<file path="src/rtl/fifo_ctrl.sv">
// Pointer/flag controller for a synchronous FIFO memory with a registered read port.
// Issues at most one memory access per cycle and alternates push and pop when both are eligible.
module fifo_ctrl #(
  parameter int DATA_SIZE  = 16,
  parameter int ADDR_WIDTH = 4
) (
  input  logic                  clk,
  input  logic                  rst,
  input  logic                  push,
  input  logic [DATA_SIZE-1:0]  push_data,
  output logic                  push_ready,
  input  logic                  pop,
  output logic                  pop_ready,
  output logic [DATA_SIZE-1:0]  pop_data,
  output logic                  pop_valid,
  output logic                  full,
  output logic                  empty,
  output logic [ADDR_WIDTH:0]   count,
  output logic                  mem_wr,
  output logic [ADDR_WIDTH-1:0] mem_wr_addr,
  output logic [DATA_SIZE-1:0]  mem_wr_data,
  output logic                  mem_rd,
  output logic [ADDR_WIDTH-1:0] mem_rd_addr,
  input  logic [DATA_SIZE-1:0]  mem_rd_data
);

  localparam logic [ADDR_WIDTH:0] FULL_CNT = {1'b1, {ADDR_WIDTH{1'b0}}};

  logic [ADDR_WIDTH:0] wr_ptr;
  logic [ADDR_WIDTH:0] rd_ptr;
  logic [ADDR_WIDTH:0] count_next;
  logic                last_grant;
  logic                push_elig;
  logic                pop_elig;
  logic                push_grant;
  logic                pop_grant;

  // Requests are ignored while reset is held so no grant can leak out.
  assign push_elig = push & ~full & ~rst;
  assign pop_elig  = pop & ~empty & ~rst;

  // On a conflict last_grant=1 (pop) favours push, last_grant=0 favours pop.
  assign push_grant = push_elig & (~pop_elig | last_grant);
  assign pop_grant  = pop_elig & (~push_elig | ~last_grant);

  assign push_ready  = push_grant;
  assign pop_ready   = pop_grant;
  assign mem_wr      = push_grant;
  assign mem_rd      = pop_grant;
  assign mem_wr_addr = wr_ptr[ADDR_WIDTH-1:0];
  assign mem_rd_addr = rd_ptr[ADDR_WIDTH-1:0];
  assign mem_wr_data = push_data;
  assign pop_data    = mem_rd_data;

  assign count_next = count + {{ADDR_WIDTH{1'b0}}, push_grant}
                            - {{ADDR_WIDTH{1'b0}}, pop_grant};

  always_ff @(posedge clk or posedge rst) begin
    if (rst) begin
      wr_ptr     <= '0;
      rd_ptr     <= '0;
      count      <= '0;
      full       <= 1'b0;
      empty      <= 1'b1;
      pop_valid  <= 1'b0;
      last_grant <= 1'b1;
    end else begin
      if (push_grant) wr_ptr <= wr_ptr + 1'b1;
      if (pop_grant)  rd_ptr <= rd_ptr + 1'b1;
      count     <= count_next;
      full      <= (count_next == FULL_CNT);
      empty     <= (count_next == '0);
      pop_valid <= pop_grant;
      if (push_elig & pop_elig) last_grant <= pop_grant;
    end
  end

endmodule

</file>
<file path="config.mk">
export PLATFORM = sky130hd
export DESIGN_NAME = fifo_ctrl
export DESIGN_NICKNAME = d
export VERILOG_FILES = /design/src/rtl/fifo_ctrl.sv
export SDC_FILE = /design/constraint.sdc
export NUM_CORES = 1
export LEC_CHECK = 0
export BUFFER_PORTS_ARGS = -buffer_cell sky130_fd_sc_hd__buf_4
export CAP_MARGIN = 20
export CORE_MARGIN = 1
export CORE_UTILIZATION = 41
export CTS_CLUSTER_SIZE = 12
export DETAILED_ROUTE_END_ITERATION = 8
export PLACE_DENSITY = 0.83
export SYNTH_ARGS = -nofsm -noshare
export SYNTH_HDL_FRONTEND = slang
export SYNTH_SLANG_ARGS = --single-unit
</file>
<file path="constraint.sdc">
create_clock -name clk -period 5.1 [get_ports clk]
set_input_delay 0.51 -clock clk [delete_from_list [all_inputs] [get_ports clk]]
set_output_delay 0.51 -clock clk [all_outputs]
set_load 0.1 [all_outputs]
</file>
==> summary.txt, run 1 <==
Timing
  – Worst slew pin tran: 0.624 ns
  – Unrepaired setup endpoints after global routing: no
  – Slew Viols, Final: 0
  – Achievable clock frequency: 359 MHz
  – Final setup fails: 0
  – Final Cycle Share: 0.547
  – Slew HR: 0.583
  – Clock period minus worst slack: 2.79 ns
  – Setup TNS: 0 ns
  – Hold Vio Cnt, Final: 0
  – Layout Skew: 0.00327 ns

Floorplan
  – Die Wd: 53.8 um
  – Core Area: 0.00250 sq mm
  – Std cell rows: 18
  – Die Footprint: 0.00289 sq mm
  – Initial cell density of the core: 0.440
  – Die height: 53.8 um
  – I/O Pins: 88

Critical path
  – Reg2reg setup slack: 2.31 ns
  – Startpoint types: flip-flop
  – WP data required: 5.30 ns
  – Setup CP Type: flip-flop to flip-flop
  – CP max FO: 8
  – CP arrival: 2.99 ns
  – Worst setup EP type: flip-flop

Clock network
  – Max clock buf depth: 2
  – Post-CTS Repair Setup Buffers: 0
  – CTS tree: built
  – H-tree lvl count: 1
  – Root Driver: clkbuf_4
  – Clock slew at reported path FFs: 0.10 ns
  – Total clock sinks: 17
  – Clk Latency, worst-skew pair: 0.29 ns
  – Post_cts resized: 0
  – Clock buffer count from CTS: 3
  – Hold_buf cts: 0

Finish
  – Layout cells sized above 1: 0.398
  – Area growth from synthesis to layout: -1.59%
  – N_diodes: 0
  – Fin util: 0.433
  – Final net count: 138
  – Most common cell after layout, fill and taps aside: buf_4
  – Commonest non-fill, non-tap cells in the layout: buf_4, dfrtp_1, inv_1

Global routing
  – First-pass GRT wire length: 2.62 mm
  – Initial antenna violation count: 0
  – Vias in the first global route: 572
  – Total global routing overflow: 0
  – GRT Resource Usage Total: 0.131
  – Pin count of the biggest net entering global routing: 18

Synth
  – #FFs+latches synth: 17
  – Register area share after synthesis: 0.389
  – Async SR Flop Fraction: 1.00
  – Mapped Area: 0.00110 sq mm
  – EDFF count, synth: 0
  – Top FF cell, synth: dfrtp_1
  – Yosys cell types: 23
  – Cells after Synth: 100
  – Mean Syn Cell Area: 11.0 sq um
  – Syn. warnings: 0
  – Syn nets: 144

Detailed routing
  – Wirelength, routed: 1.73 mm
  – Met3 wire len: 208 um
  – Drt pass-1 iters: 4
  – Vias per cell: 4.90
  – WL/cell: 14.0 um
  – ANT nets after route: 0
  – Via count: 603
  – DRC violations left: 0
  – Met1 WL: 586 um
  – Initial DRC Count: 2
  – Metal2 WL: 888 um
  – Top layer reached by signal wires: met4

Place
  – Buffers on Ports: 23
  – GP Congestion: 0.702
  – DP HPWL: 1.48 mm

Worst hold path
  – Min-Delay Path Class: primary input to async pin

Run
  – Max_cap viols: 0

Run status
  – Outcome: finished clean
==> Yosys cell counts, types with 2 or more instances <==
cell      instances  area [sq um]
ha_1              7          87.6
inv_1            10          37.5
mux2_2            2          22.5
nand4_1           2          12.5
xor2_1            3          26.3
dfrtp_1          15           375
nand2b_1          2          12.5
xnor2_1           8          70.1
buf_4            34           255
nand2_1           2          7.51
nor2_1            2          7.51
dfstp_2           2          52.6
==> kinds of logic after synthesis <==
| group | synth area share |
|---|---|
| adders and majority gates | 0.0978 |
| muxes | 0.0205 |
| AOI/OAI and AO/OA | 0.0512 |
| and+or+nand+nor | 0.0876 |
| xor gates and xnor gates | 0.0876 |
| DFF | 0.389 |
| buffers and inverters | 0.266 |
==> sequential cells by signal, indices dropped and copies added (netlist names) <==
register / flops
empty: 1
last_grant: 1
full: 1
count: 5
pop_valid: 1
rd_ptr: 4
wr_ptr: 4
==> per-stage QoR <==
| stage | setup slack [ns] | instance area (sq um) | cells | hold WS (ns) |
|---|---|---|---|---|
| floorplan | 1.13 | 1100 | 100 | 0.435 |
| global placement | 2.16 | 1050 | 119 | 0.464 |
| detailed placement | 2.05 | 1050 | 119 | 0.468 |
| CTS | 2.28 | 1080 | 123 | 0.343 |
| global route | 2.09 | 1080 | 123 | 0.374 |
| finish | 2.31 | 1080 | 123 | 0.318 |
==> layout make-up <==
class	instances	area, sq um
Sequential cell	17	428
Inverter	10	37.5
Fill cell	239	1420
Clock inverter	1	5.00
Timing Repair Buffer	23	173
Tap cell	30	37.5
Multi-Input combinational cell	39	379
Clock buffer	3	22.5
==> final timing paths <==
kind                             endpoint       from  cells after the start
worst min register to register  rd_ptr[3]  rd_ptr[3]                      1
min in group clk                pop_valid        rst                      2
max in group asynchronous        count[0]        rst                      2
worst max register to register       full      empty                     11
worst max-delay path                 full      empty                     11
worst min-delay path            rd_ptr[3]        rst                      2
==> metal layers <==
metal	global-route usage	up-vias
met4	0.0921	0
met2	0.214	32
met3	0.0452	11
li1	-	271
met5	0	-
met1	0.139	289
==> worst max-delay path, cell delays in order, from the launching register on <==
cell and delay [ns]:
dfstp_2 0.39, nand2b_4 0.15, a311oi_4 0.45, ha_1 0.32, inv_1 0.06, ha_1 0.16, inv_1 0.05, fa_1 0.39
nand2b_1 0.16, a21oi_1 0.15, xnor2_1 0.19, nor4b_2 0.24
Power of run 1 is not shown: default switching activity piles up to over one toggle a cycle in this logic, so the estimate is an artifact.
==> run 2: changes to the inputs <==
--- a/config.mk
+++ b/config.mk
@@ -8,10 +8,10 @@
 export BUFFER_PORTS_ARGS = -buffer_cell sky130_fd_sc_hd__buf_4
 export CAP_MARGIN = 20
 export CORE_MARGIN = 1
-export CORE_UTILIZATION = 41
+export CORE_UTILIZATION = 35
 export CTS_CLUSTER_SIZE = 12
 export DETAILED_ROUTE_END_ITERATION = 8
-export PLACE_DENSITY = 0.83
+export PLACE_DENSITY = 0.76
 export SYNTH_ARGS = -nofsm -noshare
 export SYNTH_HDL_FRONTEND = slang
 export SYNTH_SLANG_ARGS = --single-unit
==> constraint.sdc (replaced) <==
create_clock -name clk -period 2.55 [get_ports clk]
set_input_delay 0.255 -clock clk [delete_from_list [all_inputs] [get_ports clk]]
set_output_delay 0.255 -clock clk [all_outputs]
set_load 0.1 [all_outputs]
==> run 2 against run 1 <==
  * The run now ends with design-rule violations left
  * Worst hold slack worse by 0.23 ns
  * Setup slack got worse by 2.2 ns
  * Final cell count rose by 16%
  * Register-to-register slack worse by 2.2 ns
  * Die area increased by 16%
==> summary.txt, run 2 (synthesis gave the netlist of run 1 again) <==
Run status
  – Outcome: complete, but fails checks
  – Failing checks: design-rule violations

Finish
  – Filler cells: 279
  – Area growth from synthesis to layout: 13.2%
  – N_diodes: 0
  – Layout cells sized above 1: 0.554
  – Top flop regs: count (5), rd_ptr (4), wr_ptr (4)
  – Most common cell after layout, fill and taps aside: buf_4
  – Max reg flops: 5
  – Commonest non-fill, non-tap cells in the layout: buf_4, dfrtp_1, inv_1
  – Top reg by flops: count
  – Final net count: 146

Timing
  – Unrepaired setup endpoints after global routing: yes
  – Layout Skew: 0.00397 ns
  – Worst slew pin tran: 0.641 ns
  – Clock period minus worst slack: 2.47 ns
  – WHS: 0.0880 ns
  – Final Cycle Share: 0.971
  – Final Worst Setup Slack: 0.0751 ns
  – Slew Viols, Final: 0
  – Hold Vio Cnt, Final: 0
  – Final setup fails: 0
  – Achievable clock frequency: 404 MHz
  – Slew HR: 0.572

Place
  – Buffers on Ports: 23
  – Dpl ws: -0.0968 ns
  – GP Congestion: 0.792
  – DP HPWL: 1.40 mm

Global routing
  – GR Layer Usage met3: 0.0268
  – Pin count of the biggest net entering global routing: 18
  – GR peak layer: met2
  – First-pass GRT wire length: 3.02 mm
  – Initial antenna violation count: 0
  – GR Util met1: 0.144
  – Vias in the first global route: 638
  – GRT Resource Usage Total: 0.118
  – Total global routing overflow: 0
  – Met2 Use GR: 0.197

Detailed routing
  – ANT nets after route: 0
  – WL/cell: 13.5 um
  – Initial DRC Count: 18
  – DRC violations left: 10
  – Vias per cell: 4.38
  – Drt pass-1 iters: 6
  – Via count: 626
  – Wirelength, routed: 1.93 mm

Floorplan
  – Std cell rows: 19
  – Initial cell density of the core: 0.382
  – Core Area: 0.00288 sq mm
  – I/O Pins: 88
  – Die Footprint: 0.00337 sq mm
  – Die height: 58.1 um
  – Die Wd: 58.1 um

Clock network
  – CTS tree: built
  – Clock buffer count from CTS: 3
  – Clock slew at reported path FFs: 0.10 ns
  – H-tree lvl count: 1
  – Max clock buf depth: 2
  – Root Driver: clkbuf_4
  – Total clock sinks: 17
  – Clk Latency, worst-skew pair: 0.28 ns

Critical path
  – Startpoint types: flip-flop
  – Setup CP Type: flip-flop to flip-flop
  – Highest-delay cell along the critical path: dfstp_4
  – CP Cell Sequence: nand2b_4, o21a_2, inv_2, ha_4, inv_2, ha_4, inv_2, fa_2, nand2b_4, a21oi_4, xnor2_2, buf_4, buf_4
  – WP data required: 2.73 ns
  – Worst setup EP type: flip-flop
  – CP dominant cell by count: inv_2
  – CP peak stage delay: 0.62 ns
  – CP max FO: 3
  – CP arrival: 2.66 ns

Worst hold path
  – Min-Delay Path Class: primary input to async pin

Run
  – Max_cap viols: 0
==> run 2: cell count changes in the layout (fill, tap and decap cells not counted), sizes merged <==
| cell | previous run | this run |
|---|---|---|
| buf | 23 | 31 |
| clkbuf | 3 | 4 |
| clkinv | 1 | 0 |
==> run 2: per-layer routing <==
| metal | routed length (um) | up-vias | share of wire |
|---|---|---|---|
| li1 | - | 289 | - |
| met1 | 731 | 290 | 0.38 |
| met2 | 959 | 39 | 0.50 |
| met3 | 201 | 8 | 0.10 |
| met4 | 42 | 0 | 0.022 |
| met5 | 0 | - | 0 |
==> run 2: per-stage QoR <==
| step | cells | util | instance area (sq um) | TNS, ns |
|---|---|---|---|---|
| 2_1_floorplan | 100 | - | 1120 | -4.73 |
| 5_1_grt | 143 | 0.433 | 1240 | -0.00483 |
| 3_5_place_dp | 134 | 0.387 | 1110 | -0.0991 |
| 6_report | 143 | 0.433 | 1240 | 0 |
| 3_3_place_gp | 134 | 0.387 | 1110 | 0 |
| 4_1_cts | 142 | 0.425 | 1220 | 0 |
==> run 2: area by class of cell <==
class / instances / area, sq um / share of cell area
multi-input cells: 39 / 460 / 0.370
flip-flops and latches: 17 / 435 / 0.350
repair buffers: 31 / 233 / 0.187
well taps: 42 / 52.6 / 0.0422
inverters: 10 / 37.5 / 0.0302
clock buffers: 4 / 26.3 / 0.0211
==> run 2: worst max-delay path: cells and delay by family (launching register included) <==
kind                       cells  cell delay [ns]
and+or+nand+nor                2             0.28
xor gates and xnor gates       1             0.11
adders and majority gates      3             0.69
DFF                            1             0.62
AOI/OAI and AO/OA              2             0.28
buffers and inverters          5             0.40
==> run 2: what timing repair did <==
item / in CTS / in global routing
gates resized for setup: 10 / 2
hold buffers: 0 / 0
setup buffers: 4 / 1
pin swaps: 6 / 6
endpoints found under the setup margin: 2 / 3
==> run 2: path summary, 6_finish.rpt <==
path	start	end	slack (ns)	cells past startpoint
setup / recovery	empty	count[4]	0.08	13
hold / removal	rst	rd_ptr[3]	0.09	2
setup reg to reg	empty	count[4]	0.08	13
hold reg to reg	wr_ptr[3]	wr_ptr[3]	0.48	1
max in group asynchronous	rst	full	1.99	2
min in group clk	pop	last_grant	0.27	3
Power of run 2 is left out for the same reason.
